==> config.mk <==
export PLATFORM = sky130hd
export DESIGN_NAME = song_note_loader_flat
export DESIGN_NICKNAME = d
export VERILOG_FILES = /design/src/rtl/song_note_loader_if.sv /design/src/rtl/song_note_loader.sv /design/src/flat_wrapper.sv
export SDC_FILE = /design/constraint.sdc
export NUM_CORES = 1
export LEC_CHECK = 0
export ABC_AREA = 1
export CAP_MARGIN = 15
export CORE_MARGIN = 4
export CORE_UTILIZATION = 49
export DETAILED_ROUTE_END_ITERATION = 10
export PLACE_DENSITY = 0.8
export SYNTH_ARGS = -nofsm -noshare
export SYNTH_HDL_FRONTEND = slang
export SYNTH_SLANG_ARGS = --single-unit
export TNS_END_PERCENT = 30
==> constraint.sdc <==
create_clock -name clk_in -period 2.9 [get_ports clk_in]
set_clock_uncertainty 0.15 [all_clocks]
set_input_delay 0.58 -clock clk_in [delete_from_list [all_inputs] [get_ports clk_in]]
set_output_delay 0.58 -clock clk_in [all_outputs]
set_load 0.03 [all_outputs]
==> src/rtl/song_note_loader_if.sv <==
// rtl/song_note_loader_if.sv - request/ROM/result bundle shared by song_note_loader and its requester
//
// Signals:
//   start        requester -> loader  level request, held until done is seen
//   song_sel     requester -> loader  song slot, sampled when a load begins
//   rom_addr_out loader -> ROM        registered read address
//   rom_data_in  ROM -> loader        read data, ROM_LATENCY cycles after the address
//   results      loader -> requester  note table, index 0 = first note
//   note_count   loader -> requester  number of valid notes in results
//   busy         loader -> requester  fetch in progress
//   done         loader -> requester  load complete, held while start stays high
// Modports: slave = loader side, master = requester/ROM side.

interface song_note_loader_if #(
    parameter int NUM_NOTES  = 32,
    parameter int FREQ_W     = 16,
    parameter int SONG_COUNT = 4,
    parameter int ADDR_W     = 7
);
    localparam int SEL_W = (SONG_COUNT > 1) ? $clog2(SONG_COUNT) : 1;
    localparam int NC_W  = $clog2(NUM_NOTES + 1);

    logic                                 start;
    logic [SEL_W-1:0]                     song_sel;
    logic [ADDR_W-1:0]                    rom_addr_out;
    logic [FREQ_W-1:0]                    rom_data_in;
    logic [NUM_NOTES-1:0][FREQ_W-1:0]     results;
    logic [NC_W-1:0]                      note_count;
    logic                                 busy;
    logic                                 done;

    modport slave (
        input  start, song_sel, rom_data_in,
        output rom_addr_out, results, note_count, busy, done
    );

    modport master (
        output start, song_sel, rom_data_in,
        input  rom_addr_out, results, note_count, busy, done
    );
endinterface

==> src/rtl/song_note_loader.sv <==
// rtl/song_note_loader.sv - loads one song from a synchronous-read note ROM into a parallel note table
//
// Ports:
//   clk_in  single clock
//   rst_in  asynchronous active-low reset
//   bus     song_note_loader_if.slave: start/song_sel request, rom_addr_out/rom_data_in ROM
//           port, results/note_count/busy/done outputs (all outputs registered)

module song_note_loader #(
    parameter int                NUM_NOTES   = 32,
    parameter int                FREQ_W      = 16,
    parameter int                SONG_COUNT  = 4,
    parameter int                ADDR_W      = 7,
    parameter int                ROM_LATENCY = 2,
    parameter logic [FREQ_W-1:0] END_MARKER  = 16'hFFFF
) (
    input logic                  clk_in,
    input logic                  rst_in,
    song_note_loader_if.slave    bus
);
    localparam int NC_W  = $clog2(NUM_NOTES + 1);
    localparam int IDX_W = $clog2(NUM_NOTES) + 1;
    localparam int SIW   = $clog2(NUM_NOTES);
    // Cycle counter must reach NUM_NOTES-1+ROM_LATENCY without wrapping.
    localparam int CYC_W = $clog2(NUM_NOTES + ROM_LATENCY) + 1;

    typedef enum logic [1:0] {
        S_IDLE,
        S_FETCH,
        S_DONE
    } state_t;

    state_t                           state_q, state_d;
    logic [ADDR_W-1:0]                base_q, base_d;
    logic [ADDR_W-1:0]                addr_q, addr_d;
    logic [IDX_W-1:0]                 iss_q, iss_d;
    logic [CYC_W-1:0]                 cyc_q, cyc_d;
    logic [NUM_NOTES-1:0][FREQ_W-1:0] results_q, results_d;
    logic [NC_W-1:0]                  count_q, count_d;
    logic                             busy_q, busy_d;
    logic                             done_q, done_d;

    logic [CYC_W-1:0]                 cap_idx;
    logic [ADDR_W-1:0]                sel_base;

    // cyc_q is the number of edges since the start edge; the word arriving now belongs to
    // the address issued ROM_LATENCY edges ago.
    assign cap_idx  = cyc_q - CYC_W'(ROM_LATENCY);
    assign sel_base = ADDR_W'(bus.song_sel) * ADDR_W'(NUM_NOTES);

    always_comb begin
        state_d   = state_q;
        base_d    = base_q;
        addr_d    = addr_q;
        iss_d     = iss_q;
        cyc_d     = cyc_q;
        results_d = results_q;
        count_d   = count_q;
        busy_d    = busy_q;
        done_d    = done_q;

        case (state_q)
            S_IDLE: begin
                if (bus.start) begin
                    base_d    = sel_base;
                    addr_d    = sel_base;
                    iss_d     = '0;
                    cyc_d     = CYC_W'(1);
                    results_d = '0;
                    busy_d    = 1'b1;
                    state_d   = S_FETCH;
                end
            end

            S_FETCH: begin
                if (!bus.start) begin
                    // Abort: anything still in flight from the ROM is dropped.
                    busy_d  = 1'b0;
                    state_d = S_IDLE;
                end else begin
                    if (iss_q < IDX_W'(NUM_NOTES - 1)) begin
                        iss_d  = iss_q + IDX_W'(1);
                        addr_d = base_q + ADDR_W'(iss_q) + ADDR_W'(1);
                    end
                    cyc_d = cyc_q + CYC_W'(1);
                    if (cyc_q >= CYC_W'(ROM_LATENCY)) begin
                        if (bus.rom_data_in == END_MARKER) begin
                            count_d = NC_W'(cap_idx);
                            busy_d  = 1'b0;
                            done_d  = 1'b1;
                            state_d = S_DONE;
                        end else begin
                            results_d[cap_idx[SIW-1:0]] = bus.rom_data_in;
                            if (cap_idx == CYC_W'(NUM_NOTES - 1)) begin
                                count_d = NC_W'(NUM_NOTES);
                                busy_d  = 1'b0;
                                done_d  = 1'b1;
                                state_d = S_DONE;
                            end
                        end
                    end
                end
            end

            S_DONE: begin
                // Leaving through IDLE forces start to be seen low before another load.
                if (!bus.start) begin
                    done_d  = 1'b0;
                    state_d = S_IDLE;
                end
            end

            default: begin
                state_d = S_IDLE;
            end
        endcase
    end

    always_ff @(posedge clk_in or negedge rst_in) begin
        if (!rst_in) begin
            state_q   <= S_IDLE;
            base_q    <= '0;
            addr_q    <= '0;
            iss_q     <= '0;
            cyc_q     <= '0;
            results_q <= '0;
            count_q   <= '0;
            busy_q    <= 1'b0;
            done_q    <= 1'b0;
        end else begin
            state_q   <= state_d;
            base_q    <= base_d;
            addr_q    <= addr_d;
            iss_q     <= iss_d;
            cyc_q     <= cyc_d;
            results_q <= results_d;
            count_q   <= count_d;
            busy_q    <= busy_d;
            done_q    <= done_d;
        end
    end

    assign bus.rom_addr_out = addr_q;
    assign bus.results      = results_q;
    assign bus.note_count   = count_q;
    assign bus.busy         = busy_q;
    assign bus.done         = done_q;

endmodule

==> src/flat_wrapper.sv <==
// flat-port wrapper written by rule: the top's interface ports become plain ports
module song_note_loader_flat 
#(
    parameter int                NUM_NOTES   = 32,
    parameter int                FREQ_W      = 16,
    parameter int                SONG_COUNT  = 4,
    parameter int                ADDR_W      = 7,
    parameter int                ROM_LATENCY = 2,
    parameter logic [FREQ_W-1:0] END_MARKER  = 16'hFFFF
)
  (clk_in, rst_in, bus_start, bus_song_sel, bus_rom_data_in, bus_rom_addr_out, bus_results, bus_note_count, bus_busy, bus_done);
  song_note_loader_if #(.NUM_NOTES(NUM_NOTES), .FREQ_W(FREQ_W), .SONG_COUNT(SONG_COUNT), .ADDR_W(ADDR_W)) bus_i ();
  input logic clk_in;
  input logic rst_in;
  input wire logic [$bits(bus_i.start)-1:0] bus_start;
  input wire logic [$bits(bus_i.song_sel)-1:0] bus_song_sel;
  input wire logic [$bits(bus_i.rom_data_in)-1:0] bus_rom_data_in;
  output wire logic [$bits(bus_i.rom_addr_out)-1:0] bus_rom_addr_out;
  output wire logic [$bits(bus_i.results)-1:0] bus_results;
  output wire logic [$bits(bus_i.note_count)-1:0] bus_note_count;
  output wire logic [$bits(bus_i.busy)-1:0] bus_busy;
  output wire logic [$bits(bus_i.done)-1:0] bus_done;
  assign bus_i.start = bus_start;
  assign bus_i.song_sel = bus_song_sel;
  assign bus_i.rom_data_in = bus_rom_data_in;
  assign bus_rom_addr_out = bus_i.rom_addr_out;
  assign bus_results = bus_i.results;
  assign bus_note_count = bus_i.note_count;
  assign bus_busy = bus_i.busy;
  assign bus_done = bus_i.done;
  song_note_loader #(.NUM_NOTES(NUM_NOTES), .FREQ_W(FREQ_W), .SONG_COUNT(SONG_COUNT), .ADDR_W(ADDR_W), .ROM_LATENCY(ROM_LATENCY), .END_MARKER(END_MARKER)) u_core (.clk_in(clk_in), .rst_in(rst_in), .bus(bus_i));
endmodule
[Yosys cells after proc, flatten, opt, wreduce, memory -nomap -nowiden]
Cells that the tools add are included.
Operators by class
  add/subtract/negate cells: 5
  magnitude comparators: 4
  eq/ne operators: 13
  mux-type cells: 40
  reduce and logical (&&, ||, !) cells: 13
Operator list (count)
  $mux W512: 4
  $pmux W512 S2: 1
  $bwmux W512: 1
  $demux W16 S5: 1
  $mux W7: 5
  $mux W6: 5
  $pmux W7 S2: 2
  $eq A16 B16 Y1 const B: 1
  $mux W16: 1
  $reduce_and A4 Y1: 4
  $add A7 B1 Y7 const B: 2
  $mux W2: 6
  $pmux W6 S2: 1
  $mux W1: 10
  $reduce_and A5 Y1: 2
  $ne A2 B2 Y1 const B: 4
  $add A7 B6 Y7: 1
  $eq A7 B5 Y1 const B: 1
  $ge A7 B2 Y1 const B: 1
  $sub A7 B2 Y7 const B: 1
  $add A6 B1 Y6 const B: 1
  $lt A5 B6 Y1 const B: 1
  $lt A6 B5 Y1 const B: 1
  $pmux W2 S3: 1
  13 further kinds: 17
Word-level totals
  register bits after elaboration: 544
  bits of input ports: 21
  output and inout port bits: 527
  logic and storage cells: 115

[Longest topological paths before layout]
  depth after elaboration: 10
  mapped depth: 14
  mapped depth without buffers: 14

[Least setup slack after synthesis]
Ideal clock, no wire load.
  path kind: register to register
  from: reg u_core.cyc_q[1]
  to: reg u_core.results_q, in the netlist u_core.bus.results[121]
  arrival time: 1.872 ns
  required time: 2.632 ns
  slack: 0.760 ns
  stages on the path, launching flop included: 12
  path buffers: 2
  period minus slack after synthesis: 2.140 ns
  cell sequence: dfrtp_1 inv_1 ha_1 nand4_1 nor3_2 nor2_4 nand2_2 buf_6 nor2_2 buf_2 nand2_1 nand2_1
On the way
  longest elaborated chain between the ends: 10
  elaborated cells on any way between the ends: 14
  those cells by class: add/sub: 1; order compare: 3; eq/ne: 1; mux: 7; reduce/logical: 2
RTL lines
  from (decl): RTL line song_note_loader.sv:37  | logic [CYC_W-1:0] cyc_q, cyc_d;
  from (signal assigned): RTL line song_note_loader.sv:135  | cyc_q <= cyc_d;
  $sub A7 B2 Y7: RTL line song_note_loader.sv:48  | assign cap_idx = cyc_q - CYC_W'(ROM_LATENCY);
  $lt A5 B6 Y1 (not written as such) / $ge A5 B1 Y1 (equally long branches): RTL line song_note_loader.sv:93  | results_d[cap_idx[SIW-1:0]] = bus.rom_data_in;
  $logic_and A1 B1 Y1 (not written as such): RTL line song_note_loader.sv:93
  $mux W16 (not written as such): RTL line song_note_loader.sv:93
  $demux W16 S5
  $bwmux W512: RTL line song_note_loader.sv:93
  $mux W512: RTL line song_note_loader.sv:87  | if (bus.rom_data_in == END_MARKER) begin
  $mux W512: RTL line song_note_loader.sv:86  | if (cyc_q >= CYC_W'(ROM_LATENCY)) begin
  $mux W512: RTL line song_note_loader.sv:76  | if (!bus.start) begin
  $pmux W512 S2: RTL line song_note_loader.sv:62  | case (state_q)
  to (signal assigned): RTL line song_note_loader.sv:136  | results_q <= results_d;
  to (decl): RTL line song_note_loader.sv:38  | logic [NUM_NOTES-1:0][FREQ_W-1:0] results_q, results_d;
Parallel ways exist; a longest one is shown, timed or not. The select of a mux whose other input is x is not followed.
A chain may end at the register's enable or synchronous reset.

[Worst setup path in the final report]
  from: reg u_core.cyc_q[2]
  to: reg u_core.results_q, in the netlist u_core.bus.results[451]
The elaborated chain is that of the path after synthesis.

==> summary.txt <==
Min path
  – Hold Path Class: reg -> reg
  – Hold path depth: 2
  – Hold path endpoint: u_core.bus.results[457]
  – Hold wc startpoint: u_core.bus.results[457]

Layout
  – Area Growth Syn to Fin: 38.16%
  – Layout cells sized above 1: 7.392%
  – Layout Nets: 3143

Clock network
  – Setup Fix Bufs, Post-CTS: 0
  – Clk buf depth: 3
  – CTS tree: built
  – Htree depth: 2
  – Number of CTS-inserted buffers: 52
  – Clk sinks: 539
  – Clock Latency Late Sink: 600 ps
  – Clock-pin slew on the worst setup and hold paths: 70 ps
  – Root buf cell: clkbuf_16

STA
  – Hold Violations, Final: 0
  – Final Critical Period: 2711 ps
  – Pins Over Slew Limit: 0
  – Worst-margin pin slew: 982.6 ps
  – Slew margin rel.: 34.34%
  – Endpoints failing setup: 0
  – Fin Hold WS: 318.3 ps
  – RSZ-0062 raised after global routing: no
  – Fmax: 368.9 MHz
  – Tcrit/Tclk final: 93.47%

Setup path
  – R2R Path End: u_core.bus.results[451]
  – Crit-path cells: inv_1 -> ha_1 -> nand4_1 -> nor3_2 -> nor2_4 -> buf_4 -> nor2_4 -> nor2_8 -> buf_4 -> nand2_4 -> nand2_1 -> nand2_1
  – CP Class: reg -> reg
  – WP buf/inv: 3
  – Worst Path Arrival: 3050 ps
  – Highest-delay cell along the critical path: dfrtp_1
  – CP Max Fanout: 16
  – Crit path max-delay family: simple AND/OR/NAND/NOR gates
  – Reg2reg setup slack: 190 ps
  – Crit path launch type: flop
  – Worst-case reg-to-reg path depth: 12
  – Critical Path RT: 3240 ps
  – Slowest Stage Delay on Critical Path: 440 ps
  – RR Startpoint: u_core.cyc_q[2]
  – CP endpoint kind: flop

Global routing
  – Total GRT Usage: 33.17%
  – Initial antenna violation count: 3
  – Gr busiest metal: met2
  – GR Util met2: 52.26%
  – M3 GR Usage: 8.122%
  – First-pass GRT wire length: 121.4 mm
  – Largest net degree at the start of global routing: 77
  – Met1 usage: 42.87%
  – Overflow left after global routing: 0
  – Vias in the first global route: 20060

Floorplanning
  – Row cnt: 77
  – Die Y: 219.6 um
  – Die footprint: 48210 um^2
  – Core Area: 44220 um^2
  – # IOs: 548
  – Starting Density: 49.59%
  – Die W: 219.6 um

Logic synthesis
  – Syn. warnings: 0
  – Synth async-reset ratio: 100.0%
  – Register area share after synthesis: 61.50%
  – Synthesized area per cell: 8.577 um^2
  – Synth area leader: dfrtp_1
  – Top FF cell, synth: dfrtp_1
  – Top-count cell post-synth: nand2_1
  – EDFF count, synth: 0
  – #FFs+latches synth: 539
  – Synthesized cell area: 21930 um^2
  – Most frequent cells after synthesis: nand2_1, dfrtp_1, buf_2
  – Mapped Cells: 2557
  – Yosys cell types: 36
  – Yosys top cell area share: 61.50%
  – Ranking of synthesized cells by area: dfrtp_1, nand2_1, buf_2
  – Mapped Nets: 2590

Status
  – Status: finished, final reports clean

Detailed routing
  – Routed vias/inst: 5.308
  – First-pass DRT Iterations: 5
  – DRT antenna net count: 0
  – DRT iter0 DRCs: 2059
  – Detailed Route WL: 80.92 mm
  – WL/cell: 21.60 um
  – Residual DRC: 0
  – DR vias: 19880

Pwr
  – VDD IR max: 0.4591 mV
  – P_leak: 16.17 nW
  – Overall Power: 23.29 mW
  – Cell area power density: 768.7 nW/um^2

Placed design
  – IO buf count: 547
  – Placer congestion estimate: 0.9202
  – Detail Placement HPWL: 56.85 mm

Flow run
  – Max-cap violations: 0
worst max path at each step:
| stage | startpoint | end | slack (ps) | depth (start not counted) |
|---|---|---|---|---|
| after CTS | u_core.cyc_q[2] | u_core.bus.results[437] | 180 | 11 |
| final | u_core.cyc_q[2] | u_core.bus.results[451] | 190 | 12 |
| after global routing | u_core.cyc_q[2] | u_core.bus.results[90] | 10 | 11 |
| after global placement | bus_rom_data_in[9] | u_core.bus.results[99] | -20 | 13 |
| after detailed placement | bus_rom_data_in[11] | u_core.bus.results[461] | -100 | 13 |
| after floorplan | u_core.cyc_q[1] | u_core.bus.results[121] | 760 | 11 |
worst register-to-register path: stages (launching register included):
cell and delay, ps:
dfrtp_1 440, inv_1 110, ha_1 230, nand4_1 130, nor3_2 80, nor2_4 130
buf_4 130, nor2_4 40, nor2_8 440, buf_4 330, nand2_4 170, nand2_1 140
nand2_1 60
report_power, final:
part / switching (mW) / total [mW] / internal [mW] / leakage (nW)
clock network: 2.96 / 7.06 / 4.11 / 0.884
registers: 0.445 / 8.54 / 8.10 / 7.50
logic: 5.51 / 7.69 / 2.18 / 7.79
total: 8.91 / 23.3 / 14.4 / 16.2
layer usage:
| layer | routed length [um] | part of all wire [%] |
|---|---|---|
| met1 | 30370 | 38 |
| met2 | 37510 | 46 |
| met3 | 8122 | 10 |
| met4 | 4895 | 6.0 |
| met5 | 13 | 0.016 |
kinds of logic after synthesis:
| family | after synthesis | synth area share, % |
|---|---|---|
| fa+ha+maj | 12 | 0.6846 |
| simple gates | 1759 | 31.81 |
| flops | 539 | 61.50 |
| buf+inv | 207 | 4.929 |
| mux | 1 | 0.05134 |
| xor+xnor | 2 | 0.07989 |
| compound gates | 37 | 0.9471 |
cell type report:
type	count	area, um^2
Timing Repair Buffer	629	6561
Inverter	77	307.8
Sequential cell	539	13490
Fill cell	3282	13920
Tap cell	592	740.7
Clock inverter	23	256.5
Clock buffer	73	1521
Multi-Input combinational cell	1811	7420
Antenna cell	2	5.005
sequential cells by signal, summed over array words and instances, names as in the netlist:
register,cells
u_core.base_q,2
u_core.bus.busy,1
u_core.bus.done,1
u_core.bus.note_count,6
u_core.bus.results,512
u_core.bus.rom_addr_out,2
u_core.cyc_q,7
u_core.iss_q,6
u_core.state_q,2
layout by cell type (no fill, tap or decap), types with 19 or more instances in the layout:
cell type and instances:
nor2_4 19, nand2_4 30, dfrtp_1 539, clkdlybuf4s50_1 546, o21ai_0 19, nand2_1 1658
inv_1 69, buf_4 44, buf_12 37, clkbuf_16 53, nor2_1 29
timing repair:
| item | 4_1_cts | 5_1_grt |
|---|---|---|
| endpoints found under the hold margin | 38 | 0 |
| setup endpoints to repair | 0 | 23 |
| hold buffers | 1 | 0 |
| resized for setup | 0 | 5 |
through the flow:
step	worst slack, ps	cell area [um^2]	util, %	std cells	setup TNS [ps]
2_1_floorplan	760.3	21930	-	2557	0
3_3_place_gp	-20.84	28490	64.42	3647	-488.2
3_5_place_dp	-99.97	28490	64.42	3647	-6036
4_1_cts	183.6	30280	68.47	3744	0
5_1_grt	13.32	30300	68.51	3745	0
6_report	189.5	30300	68.52	3746	0
No activity file was read; power rests on OpenSTA's default activity.
